## config.mk

```make
export PLATFORM = sky130hd
export DESIGN_NAME = security_zoned
export DESIGN_NICKNAME = d
export VERILOG_FILES = /design/src/rtl/security_zoned.sv
export SDC_FILE = /design/constraint.sdc
export NUM_CORES = 1
export LEC_CHECK = 0
export BUFFER_PORTS_ARGS = -buffer_cell sky130_fd_sc_hd__buf_2
export CORE_MARGIN = 4
export CORE_UTILIZATION = 50
export DETAILED_ROUTE_END_ITERATION = 16
export PLACE_DENSITY = 0.78
export SYNTH_ARGS = -nofsm -noshare
export SYNTH_HDL_FRONTEND = slang
export SYNTH_SLANG_ARGS = --single-unit
```

## constraint.sdc

```tcl
create_clock -name clk -period 3.4 [get_ports clk]
set_input_delay 0.34 -clock clk [delete_from_list [all_inputs] [get_ports clk]]
set_output_delay 0.34 -clock clk [all_outputs]
set_load 0.01 [all_outputs]
```

## src/rtl/security_zoned.sv

```systemverilog
// security_zoned: multi-zone intrusion controller with exit/entry delays, alarm timeout and trip latching.
module security_zoned #(
  parameter int NUM_ZONES = 8,
  parameter int KEY_W = 4,
  parameter logic [KEY_W-1:0] ARM_CODE = 4'b0011,
  parameter logic [KEY_W-1:0] DISARM_CODE = 4'b1100,
  parameter int EXIT_DELAY = 20,
  parameter int ENTRY_DELAY = 10,
  parameter int SIREN_TIMEOUT = 100,
  parameter int CNT_W = 16
) (
  input  logic                 clk,
  input  logic                 rst,
  input  logic [NUM_ZONES-1:0] sensors,
  input  logic [NUM_ZONES-1:0] zone_bypass,
  input  logic [NUM_ZONES-1:0] instant_zone,
  input  logic [KEY_W-1:0]     keypad,
  input  logic                 key_valid,
  output logic                 alarm_siren,
  output logic                 armed_led,
  output logic                 arm_fault,
  output logic [2:0]           state,
  output logic [NUM_ZONES-1:0] trip_zones
);
  typedef enum logic [2:0] {S_DIS = 3'd0, S_EXIT, S_ARMED, S_ENTRY, S_ALARM, S_SIL} state_e;
  localparam logic [CNT_W-1:0] EXIT_T = CNT_W'(EXIT_DELAY - 1);
  localparam logic [CNT_W-1:0] ENTRY_T = CNT_W'(ENTRY_DELAY - 1);
  localparam logic [CNT_W-1:0] SIREN_T = CNT_W'(SIREN_TIMEOUT - 1);
  state_e state_q;
  logic [CNT_W-1:0] cnt_q;
  logic [NUM_ZONES-1:0] trip_q;
  logic fault_q;
  logic [NUM_ZONES-1:0] active, inst;
  logic arm_k, dis_k;
  assign active = sensors & ~zone_bypass;
  assign inst = active & instant_zone;
  assign arm_k = key_valid && keypad == ARM_CODE;
  assign dis_k = key_valid && keypad == DISARM_CODE;
  // Counter defaults to zero so every transition and every undelayed state restarts it.
  always_ff @(posedge clk) begin
    if (rst) begin
      state_q <= S_DIS;
      cnt_q <= '0;
      trip_q <= '0;
      fault_q <= 1'b0;
    end else begin
      fault_q <= 1'b0;
      cnt_q <= '0;
      if (state_q inside {S_ARMED, S_ENTRY, S_ALARM, S_SIL}) trip_q <= trip_q | active;
      case (state_q)
        S_DIS: if (arm_k) begin
          if (|active) fault_q <= 1'b1;
          else begin
            state_q <= S_EXIT;
            trip_q <= '0;
          end
        end
        S_EXIT: if (dis_k) state_q <= S_DIS;
          else if (cnt_q == EXIT_T) state_q <= S_ARMED;
          else cnt_q <= cnt_q + 1'b1;
        S_ARMED: if (dis_k) state_q <= S_DIS;
          else if (|inst) state_q <= S_ALARM;
          else if (|active) state_q <= S_ENTRY;
        S_ENTRY: if (dis_k) state_q <= S_DIS;
          else if (|inst || cnt_q == ENTRY_T) state_q <= S_ALARM;
          else cnt_q <= cnt_q + 1'b1;
        S_ALARM: if (dis_k) state_q <= S_DIS;
          else if (cnt_q == SIREN_T) state_q <= S_SIL;
          else cnt_q <= cnt_q + 1'b1;
        S_SIL: if (dis_k) state_q <= S_DIS;
          else if (|(active & ~trip_q)) state_q <= S_ALARM;
        default: state_q <= S_DIS;
      endcase
    end
  end
  assign alarm_siren = state_q == S_ALARM;
  assign armed_led = state_q != S_DIS;
  assign arm_fault = fault_q;
  assign state = state_q;
  assign trip_zones = trip_q;
endmodule

```

==> flow_summary_export.csv <==
group,metric,value,unit
hold_path,min_path_type,"in -> reg",
routing,num_vias,1474,
clocking,clock_sinks,28,
routing,drt-total-wl,3.523,mm
sta,hold_slack,270.8,ps
sta,finalClockSkew,10.34,ps
grt,grt_max_degree,17,
power,power,0.5823,mW
critical_path,startpoint_type,"flop",
floorplanning,core.rowCount,20,
critical_path,cp.required,3620,ps
synthesis,ys_ff_latch,28,
sta,grt_setup_unrepaired,"false",
synthesis,synth_ff_type,"dfxtp_1",
clocking,cts_hold_buf,0,
clocking,htree_levels,1,
grt,antenna_found_initial,0,
sta,period_share,69.40,%
floorplanning,dieWidth,64.29,um
routing,drt_first_pass_iters,4,
sta,tns,0,ps
grt,track_usage,17.82,%
sta,setup_violations,0,
layout,area_growth,17.46,%
status,status,"completed",
routing,drt_iter0_drc,68,
clocking,post_cts_resized,0,
placed_design,io_buffers,44,
layout,layout-drive-gt1-share,24.78,%
grt,overflow,0,
grt,first_global_vias,1409,
sta,worst_pin_slew,525.6,ps
floorplanning,core_area,0.003053,mm2
layout,fin_nets,265,
routing,drc,0,
floorplanning,design.die.area,0.004133,mm2
synthesis,yosysTopAreaCell,"dfxtp_1",
sta,min_period,2360,ps
synthesis,syn_nets,222,
job,maxCapViolations,0,
layout,antenna_cells,0,
clocking,clk_latency,340,ps
clocking,post_cts_buffers,0,
sta,slew_headroom,64.96,%
clocking,cts_tree,"built",
synthesis,synthDistinctLibCells,49,
critical_path,critPathArrivalTime,2580,ps
clocking,clk_pin_slew_worst_paths,150,ps
synthesis,ys_seq_area_share,35.39,%
power,leakage,0.7764,nW
synthesis,ys_warn_count,0,
routing,wl_per_cell,12.86,um
routing,final_antenna_net_count,0,
sta,finalHoldViolCount,0,
sta,clock.fmax,423.8,MHz
power,irDropWorstVdd,0.1685,mV
critical_path,critPathMaxFanout,16,
sta,drv_slew,0,
critical_path,crit_type,"reg -> reg",
critical_path,end_kind,"flop",
placed_design,post-dp-hpwl,2.808,mm
synthesis,synth_edf_count,0,
synthesis,synth_cells,188,
grt,grt_pass1_wl,6.030,mm
synthesis,synth_top_area_share,35.39,%
floorplanning,die_y,64.29,um
floorplanning,io_pins,45,
synthesis,synth_area_leaders,"dfxtp_1 35%, nor2_1 7.6%, xor2_1 5.0%, nand3b_1 4.3%, a21oi_1 3.5%",
floorplanning,start_util,51.89,%
clocking,cts_buffer_depth,2,
layout,postLayoutCoreUtil,60.94,%
clocking,cts_buffers,3,
synthesis,syn_area,0.001584,mm2
power,power.density,313.0,mW/mm2
placed_design,place_area,0.001824,mm2
routing,routed_via_density,5.380,
layout,final_cell_area,0.001861,mm2
synthesis,syn_avg_cell_area,8.426,um2
placed_design,gp_congestion,0.7869,
synthesis,async_flop_share,0,%
clocking,clockRootBuffer,"clkbuf_4",
==> stage by stage <==
stage	setup WS, ps	std cells
global placement	1071	270
floorplan	1298	188
detailed placement	1058	270
finish	1040	274
CTS	1057	274
global route	890.1	274
==> cell families (layout without fill, tap and decap cells) <==
| group | after synthesis | in the layout | synth area share, % |
|---|---|---|---|
| muxes | 3 | 3 | 2.211 |
| and+or+nand+nor | 100 | 100 | 37.13 |
| buffers and inverters | 16 | 58 | 4.581 |
| adders and majority gates | 3 | 3 | 2.370 |
| AOI/OAI and AO/OA | 24 | 24 | 10.58 |
| DFF | 28 | 28 | 35.39 |
| xor gates and xnor gates | 14 | 14 | 7.741 |
==> area by class of cell <==
| type | count | area (um2) |
|---|---|---|
| timing repair buffer | 44 | 220.2 |
| fill | 298 | 1192 |
| tap | 44 | 55.05 |
| clock buffer | 4 | 36.28 |
| sequential | 28 | 560.5 |
| inverter | 10 | 37.54 |
| multi-input combinational | 144 | 950.9 |
==> power breakdown <==
group          total, mW  switching, mW  internal [mW]
Clock              0.164         0.0980         0.0657
Combinational     0.0828         0.0406         0.0422
Sequential         0.336        0.00507          0.331
==> cell usage in the layout (no fill, tap or decap), types with 2 or more instances in the layout <==
cell type and count:
a21oi_1 11, a31oi_1 2, and3_1 2, buf_2 44
clkbuf_4 3, dfxtp_1 28, ha_1 3, inv_1 10
mux2i_1 2, nand2_1 10, nand2b_1 3, nand3_1 7
nand3b_1 9, nand4_1 5, nand4b_1 2, nor2_1 32
nor2b_1 5, nor3_1 3, nor4_1 3, nor4_2 2
o211a_1 2, or2b_1 3, or3_1 3, xnor2_1 5
xor2_1 9
==> worst max-delay path, stage by stage, from the launching register on <==
cell,delay [ps]
dfxtp_1,440
ha_1,260
nand2_1,90
or4_1,400
o211a_1,220
a211oi_2,250
or3_1,490
nor2_1,110
==> registers in the layout, indices dropped and copies added (netlist names) <==
name        flops
cnt_q          16
trip_zones      8
state           3
arm_fault       1
==> synth_stat cells, types with 5 or more instances <==
cell,count
nand3b_1,9
nand2_1,10
nor2_1,32
dfxtp_1,28
nand4_1,5
a21oi_1,11
xnor2_1,5
nand3_1,7
inv_1,10
nor2b_1,5
xor2_1,9
==> per-layer routing <==
metal,routed length [um],part of all wire [%],up-vias,global-route usage [%]
met1,1614,46,680,22.21
met5,0,0,-,0
met4,27,0.77,0,4.749
met3,201,5.7,4,4.394
met2,1679,48,45,30.41
li1,-,-,745,-
==> path summary, 6_finish.rpt <==
path / slack, ps / to / start / cells after the start
max: 1040 / cnt_q[11] / cnt_q[0] / 7
min: 270 / trip_zones[7] / sensors[7] / 3
max reg2reg: 1040 / cnt_q[11] / cnt_q[0] / 7
min reg2reg: 510 / trip_zones[0] / trip_zones[0] / 2
No activity file was read; power rests on OpenSTA's default activity.
